--- config.mk ---
export PLATFORM = sky130hd
export DESIGN_NAME = seq_detect_shift
export DESIGN_NICKNAME = d
export VERILOG_FILES = /design/src/rtl/lab4_pkg.sv /design/src/rtl/seq_shift_reg.sv /design/src/rtl/seq_detect_shift.sv
export SDC_FILE = /design/constraint.sdc
export NUM_CORES = 1
export LEC_CHECK = 0
export CORE_MARGIN = 2
export CORE_UTILIZATION = 25
export CTS_CLUSTER_SIZE = 16
export DETAILED_ROUTE_END_ITERATION = 16
export HOLD_SLACK_MARGIN = 0.02
export PLACE_DENSITY = 0.44
export SLEW_MARGIN = 20
export SYNTH_ARGS = -nofsm -noshare
export SYNTH_HDL_FRONTEND = slang
export SYNTH_HIERARCHICAL = 1
export SYNTH_SLANG_ARGS = --single-unit
--- constraint.sdc ---
create_clock -name CLK -period 2.9 [get_ports CLK]
set_input_delay 0.725 -clock CLK [delete_from_list [all_inputs] [get_ports CLK]]
set_output_delay 0.725 -clock CLK [all_outputs]
set_load 0.02 [all_outputs]
--- src/rtl/lab4_pkg.sv ---
// Shared constants and sizing helper for the serial pattern detector.
package lab4_pkg;

  localparam int          SEQ_PAT_LEN = 4;
  localparam logic [3:0]  SEQ_PATTERN = 4'b1011;
  localparam int          SEQ_CNT_W   = 8;

  // Bits needed to count 0..n inclusive.
  function automatic int fill_width(input int n);
    return $clog2(n + 1);
  endfunction

  localparam int FILL_W = fill_width(SEQ_PAT_LEN);

endpackage

--- src/rtl/seq_shift_reg.sv ---
// History shift register: newest bit enters at the LSB.
module seq_shift_reg #(
  parameter int W = 4
) (
  input  logic         CLK,
  input  logic         nRESET,
  input  logic         CLR,
  input  logic         EN,
  input  logic         D,
  output logic [W-1:0] Q
);

  // Clear wins over shift; hold when not enabled.
  always_ff @(posedge CLK or negedge nRESET) begin
    if (!nRESET)  Q <= '0;
    else if (CLR) Q <= '0;
    else if (EN)  Q <= {Q[W-2:0], D};
  end

endmodule

--- src/rtl/seq_detect_shift.sv ---
// Serial pattern detector with fill tracking, registered match pulse
// and saturating match counter; overlap mode is selectable per sample.
module seq_detect_shift
  import lab4_pkg::*;
#(
  parameter int                 PAT_LEN = SEQ_PAT_LEN,
  parameter logic [PAT_LEN-1:0] PATTERN = SEQ_PATTERN,
  parameter int                 CNT_W   = SEQ_CNT_W
) (
  input  logic               CLK,
  input  logic               nRESET,
  input  logic               CLR,
  input  logic               EN,
  input  logic               D,
  input  logic               OVERLAP,
  output logic               MATCH,
  output logic [PAT_LEN-1:0] HIST,
  output logic [CNT_W-1:0]   COUNT
);

  localparam int              FW   = fill_width(PAT_LEN);
  localparam logic [FW-1:0]   FULL = FW'(PAT_LEN);

  logic [FW-1:0]      fill;
  logic [FW-1:0]      fill_n;
  logic [PAT_LEN-1:0] hist_n;
  logic               hit;

  seq_shift_reg #(.W(PAT_LEN)) u_shift (
    .CLK    (CLK),
    .nRESET (nRESET),
    .CLR    (CLR),
    .EN     (EN),
    .D      (D),
    .Q      (HIST)
  );

  // Prospective history/fill after this sample and the match decision.
  // The history is recomputed here so the hit is known on the same edge
  // the shift register captures it.
  always_comb begin
    hist_n = {HIST[PAT_LEN-2:0], D};
    fill_n = (fill == FULL) ? FULL : fill + 1'b1;
    hit    = (fill_n == FULL) && (hist_n == PATTERN);
  end

  // Fill counter: restarts on a non-overlapping hit so the next match
  // needs a full set of fresh bits.
  always_ff @(posedge CLK or negedge nRESET) begin
    if (!nRESET)               fill <= '0;
    else if (CLR)              fill <= '0;
    else if (EN) begin
      if (hit && !OVERLAP)     fill <= '0;
      else                     fill <= fill_n;
    end
  end

  // Registered one-cycle match pulse.
  always_ff @(posedge CLK or negedge nRESET) begin
    if (!nRESET)   MATCH <= 1'b0;
    else if (CLR)  MATCH <= 1'b0;
    else           MATCH <= EN && hit;
  end

  // Saturating match counter.
  always_ff @(posedge CLK or negedge nRESET) begin
    if (!nRESET)                        COUNT <= '0;
    else if (CLR)                       COUNT <= '0;
    else if (EN && hit && COUNT != '1)  COUNT <= COUNT + 1'b1;
  end

endmodule

==> run summary, run 1 <==
RePlAce Congestion - 0.728
Hold WC Path Type - reg -> reg
Worst Reg-to-Reg Cells - 7
post-synthesis mux area share - 7.14%
TNS Setup - 0 ps
ranking of synthesized cells by area - dfrtp_1 48%, mux2i_1 7.1%, ha_1 4.5%
Max VDD drop - 0.130 mV
simple-gate area share of the yosys netlist - 19.0%
Arrival @ worst endpoint - 2370 ps
Die H - 62.0 um
H-Tree Depth - 1
kind of critical path - in -> reg
Yosys warning total - 6
Critical Path RT - 3050 ps
CP max stage delay - 480 ps
antenna viol nets, final - 0
Cell variety after synth - 25
CP Cell Sequence - clkdlybuf4s50_1 -> nand4b_1 -> a2111o_1 -> buf_4 -> o311ai_0 -> o41ai_1
Max-slew headroom - 50.3%
Port Buffers - 18
Yosys top cell area share - 47.6%
gr usage total - 11.1%
ratio of cells with drive above 1 in the final layout - 6.48%
Initial Utilization - 25.6%
Worst setup EP type - register
share of flip-flops with an asynchronous set or reset - 100%
vias in the first global route - 702
Post-Layout Cell Count - 154
Slowest cell on crit path - clkdlybuf4s50_1
Main synth FF type - dfrtp_1
residual DRC count - 0
clk_lat worst skew - 280 ps
Sink Count - 16
clk buf depth - 2
Vias - 729
pin count of the biggest net entering global routing - 17
Synth Instances - 86
Top-Level Pins - 19
largest family of logic cells by synthesized area - simple AND/OR/NAND/NOR gates
Final Util - 34.2%
crit start category - input pin
Slew @ Worst Pin - 742 ps
Detailed Route WL - 1850 um
chip width - 62.0 um
Post-Syn Area - 841 sq um
Hold Path Depth - 2
CTS root buf - clkbuf_4
Max Cap Violations - 0
RSZ-0062 raised after global routing - false
Mapped Avg Cell Area - 9.78 sq um
# nets final - 118
minimum clock period after layout - 2220 ps
post-synthesis net count - 95
Area Growth Syn to Fin - 33.6%
vias per cell - 4.73
drt wl/cell - 12.0 um
register area share after synthesis - 47.6%
Hold Path End - u_shift/Q[3]
full die area - 3840 sq um
CTS tree - done
xor/xnor cell area share of the yosys netlist - 0%
DP Wirelength - 1390 um
number of synthesized register bits - 16
site row count - 21
top-count cell post-synth - dfrtp_1
clk_skew - 6.39 ps
first-pass GRT wire length - 3170 um
Core ar. - 3280 sq um
post-CTS sizing - 0
post-synth top area cell - dfrtp_1
synthesized-area fraction occupied by adder cells - 4.46%
Detailed Routing Iterations Pass 1 - 4
Post-Place Cells - 150
R2R setup slack - 680 ps
synth cell count leaders - 16 x dfrtp_1, 9 x nor2_1, 7 x a21oi_1, 7 x nand2_1, 6 x mux2i_1
Post-synth EDFFs - 0
Final Hold Viols - 0
GRT overflow - 0
Antenna Cells - 0
fmax - 450 MHz
cts bufs inserted - 3
Starting DRT DRC Count - 28
Final Setup Violations - 0
Synth Area in Compound Gates - 17.9%
initial antenna violation count - 0
Worst-path clk slew - 100 ps
critical path fanouts, max - 12
postcts setup bufs - 0
P_leak - 0.445 nW
fin. max-slew vios - 0
CTS Hold Bufs - 0
HP Start - u_shift/Q[3]
status - complete, no violations
RR Startpoint - fill[0]
Final period util - 76.6%
Power Density - 371 nW/um^2
Crit Reg-Reg Endpoint - COUNT[6]
state kept, by name, indices dropped and copies added (netlist names):
signal,count
MATCH,1
fill,3
COUNT,8
u_shift/Q,4
cells by family (layout without fill, tap and decap cells):
logic type / Yosys count / after routing
AO/OA/AOI/OAI: 22 / 22
adder cells (fa/ha/maj): 3 / 3
buffers and inverters: 8 / 30
flip-flops: 16 / 16
multiplexers: 6 / 6
AND/OR/NAND/NOR: 31 / 31
layout make-up:
class                      count  area (sq um)
inverter                       5          18.8
multi-input combinational     62           408
clock buffer                   4          36.3
fill                         350          2160
sequential                    16           400
tap                           46          57.6
timing repair buffer          21           203
how the worst max path moves through the flow:
stage,to,slack (ps),from
2_1_floorplan,COUNT[7],840,fill[0]
3_3_place_gp,COUNT[6],390,D
3_5_place_dp,COUNT[6],380,D
4_1_cts,COUNT[6],660,fill[0]
5_1_grt,COUNT[2],480,fill[0]
6_report,COUNT[6],680,D
through the flow:
stage               instance area (sq um)  worst slack (ps)  hold WS (ps)  power (W)
floorplan                             841               836           429   0.000255
global placement                     1090               393           512   0.000277
detailed placement                   1090               377           516   0.000277
CTS                                  1120               658           543   0.000425
global route                         1120               480           588   0.000441
finish                               1120               679           539   0.000417
layer usage:
layer	vias up	GRT usage (%)	wire length (um)	part of all wire (%)
met5	-	0	0	0
met4	0	3.65	20	1.1
met3	2	2.07	106	5.7
met2	20	16.7	788	43
met1	337	16.1	931	50
li1	370	-	-	-
power by group:
group | switching [W] | internal (W)
clock network | 0.0000694 | 0.0000763
logic | 0.0000215 | 0.0000192
registers | 0.00000388 | 0.000227
layout by cell type (no fill, tap or decap), drive strengths merged, types with 3 or more instances in the layout:
master	instances
a21oi	7
buf	3
clkbuf	4
clkdlybuf4s50	18
dfrtp	16
ha	3
inv	5
mux2i	6
nand2	7
nand3	5
nor2	9
o21ai	4
o311ai	3
o41ai	4
critical path: cells and delay by family:
family	cells	cell delay [ps]
AOI/OAI and AO/OA	3	850
buffers and inverters	2	680
and+or+nand+nor	1	130
(Power assumes the default switching activity.)
==> run 2: changes to the inputs <==
clock period = 2.1 ns   (was 2.9 ns; I/O delays follow)
==> run summary, run 2 (synthesis gave the netlist of run 1 again) <==
Vias - 772
Top delay family on crit path - simple AND/OR/NAND/NOR gates
Antenna Cells - 0
status - finished, violations left
Storage cell area - 400 sq um
Levels on crit path - 6
chip width - 62.0 um
Final Hold Viols - 0
Sink Count - 16
Top reg by flops - COUNT
CTS root buf - clkbuf_4
Overall Power - 0.000552 W
Max VDD drop - 0.177 mV
failing checks - setup timing
fin. max-slew vios - 0
drt wl/cell - 13.1 um
full die area - 3840 sq um
Arrival @ worst endpoint - 2340 ps
Top-Level Pins - 19
Starting DRT DRC Count - 30
WP buf/inv - 1
commonest non-fill, non-tap cell in the layout - clkdlybuf4s50_1
antenna viol nets, final - 0
RSZ-0062 raised after global routing - true
H-Tree Depth - 1
Hold WC Path Type - reg -> reg
site row count - 21
minimum clock period after layout - 2120 ps
Die H - 62.0 um
first-pass GRT wire length - 3180 um
CP Launch Point - fill[1]
TNS Setup - -25.7 ps
R2R setup slack - -20 ps
RePlAce Congestion - 0.737
CTS tree - done
Max-slew headroom - 59.0%
Final Setup Violations - 2
Critical Path RT - 2320 ps
GRT overflow - 0
Core ar. - 3280 sq um
# nets final - 122
Top Layer Used - met4
CP max stage delay - 560 ps
critical path fanouts, max - 5
Detailed Route WL - 2060 um
commonest non-fill, non-tap cells in the layout - 18 x clkdlybuf4s50_1, 16 x dfrtp_1, 8 x nor2_1
Hold Path Depth - 2
Worst Reg-to-Reg Cells - 6
Post-Layout Cell Count - 157
CP Cell Sequence - inv_1 -> ha_1 -> nand2b_4 -> a2111o_1 -> or4b_4 -> a21oi_2
crit start category - register
RR Startpoint - fill[1]
cts bufs inserted - 3
residual DRC count - 0
Detailed Routing Iterations Pass 1 - 4
Initial Utilization - 25.6%
fmax - 472 MHz
Slew @ Worst Pin - 612 ps
gr usage total - 11.4%
vias in the first global route - 717
Crit Reg-Reg Endpoint - COUNT[5]
clk_lat worst skew - 280 ps
max reg flops - 8
Worst Setup EP - COUNT[5]
Power Density - 463 nW/um^2
Area Growth Syn to Fin - 41.7%
vias per cell - 4.92
top flop regs - COUNT: 8 flops, u_shift/Q: 4 flops, fill: 3 flops
Slowest cell on crit path - or4b_4
met2 WL - 936 um
Post-Place Cells - 153
fillers - 347
M1 wire length - 984 um
clk_skew - 2.18 ps
WL met3 - 107 um
DP Wirelength - 1400 um
initial antenna violation count - 0
Multi-input gate area - 455 sq um
CTS Hold Bufs - 0
Port Buffers - 18
Worst-path clk slew - 90 ps
kind of critical path - reg -> reg
Max Cap Violations - 0
Final period util - 101%
clk buf depth - 2
Worst setup EP type - register
P_leak - 0.467 nW
worst setup margin - -18.2 ps
ratio of cells with drive above 1 in the final layout - 18.0%
pin count of the biggest net entering global routing - 17
==> run 2: worst min path at each step <==
stage                       from            to  slack [ps]
finish              u_shift/Q[3]  u_shift/Q[3]         530
global route              nRESET      COUNT[6]         570
CTS                 u_shift/Q[3]  u_shift/Q[3]         540
detailed placement  u_shift/Q[3]  u_shift/Q[3]         510
global placement    u_shift/Q[3]  u_shift/Q[3]         510
floorplan                 nRESET      COUNT[0]         230
==> run 2: repair_timing <==
item,CTS,global route
endpoints found under the setup margin,8,8
gates resized for setup,5,9
pin swaps,2,6
setup buffers,0,1
==> run 2: power breakdown <==
| part | leakage [nW] | internal (W) | switching [W] |
|---|---|---|---|
| logic | 0.232 | 0.0000362 | 0.0000357 |
| registers | 0.221 | 0.000313 | 0.00000446 |
| clock network | 0.0138 | 0.0000665 | 0.0000955 |
==> run 2: area by class of cell <==
| type | instances | area share, % |
|---|---|---|
| timing repair buffer | 25 | 19.9 |
| multi-input combinational | 62 | 38.2 |
| inverter | 5 | 1.58 |
| clock buffer | 3 | 1.89 |
| tap | 46 | 4.83 |
| sequential | 16 | 33.6 |
==> run 2: per-layer routing <==
metal | vias up | global-route usage, %
met5 | - | 0
met4 | 0 | 5.47
met3 | 4 | 2.48
met2 | 27 | 17.3
met1 | 367 | 15.3
li1 | 374 | -
==> run 2: worst register-to-register path: cells and delay by family, from the launching register on <==
kind / cells / cell delay, ps
AO/OA/AOI/OAI: 2 / 610
AND/OR/NAND/NOR: 2 / 710
buffers and inverters: 1 / 50
flip-flops: 1 / 380
adder cells (fa/ha/maj): 1 / 300
==> run 2: metrics by stage <==
step                setup slack [ps]  util, %  hold slack [ps]  cell area (sq um)
floorplan                       35.5        -              229                841
global placement                -194     33.8              509               1110
CTS                             5.11     34.7              537               1140
detailed placement              -203     33.8              512               1110
global route                   -91.3     36.3              567               1190
finish                         -18.2     36.3              529               1190
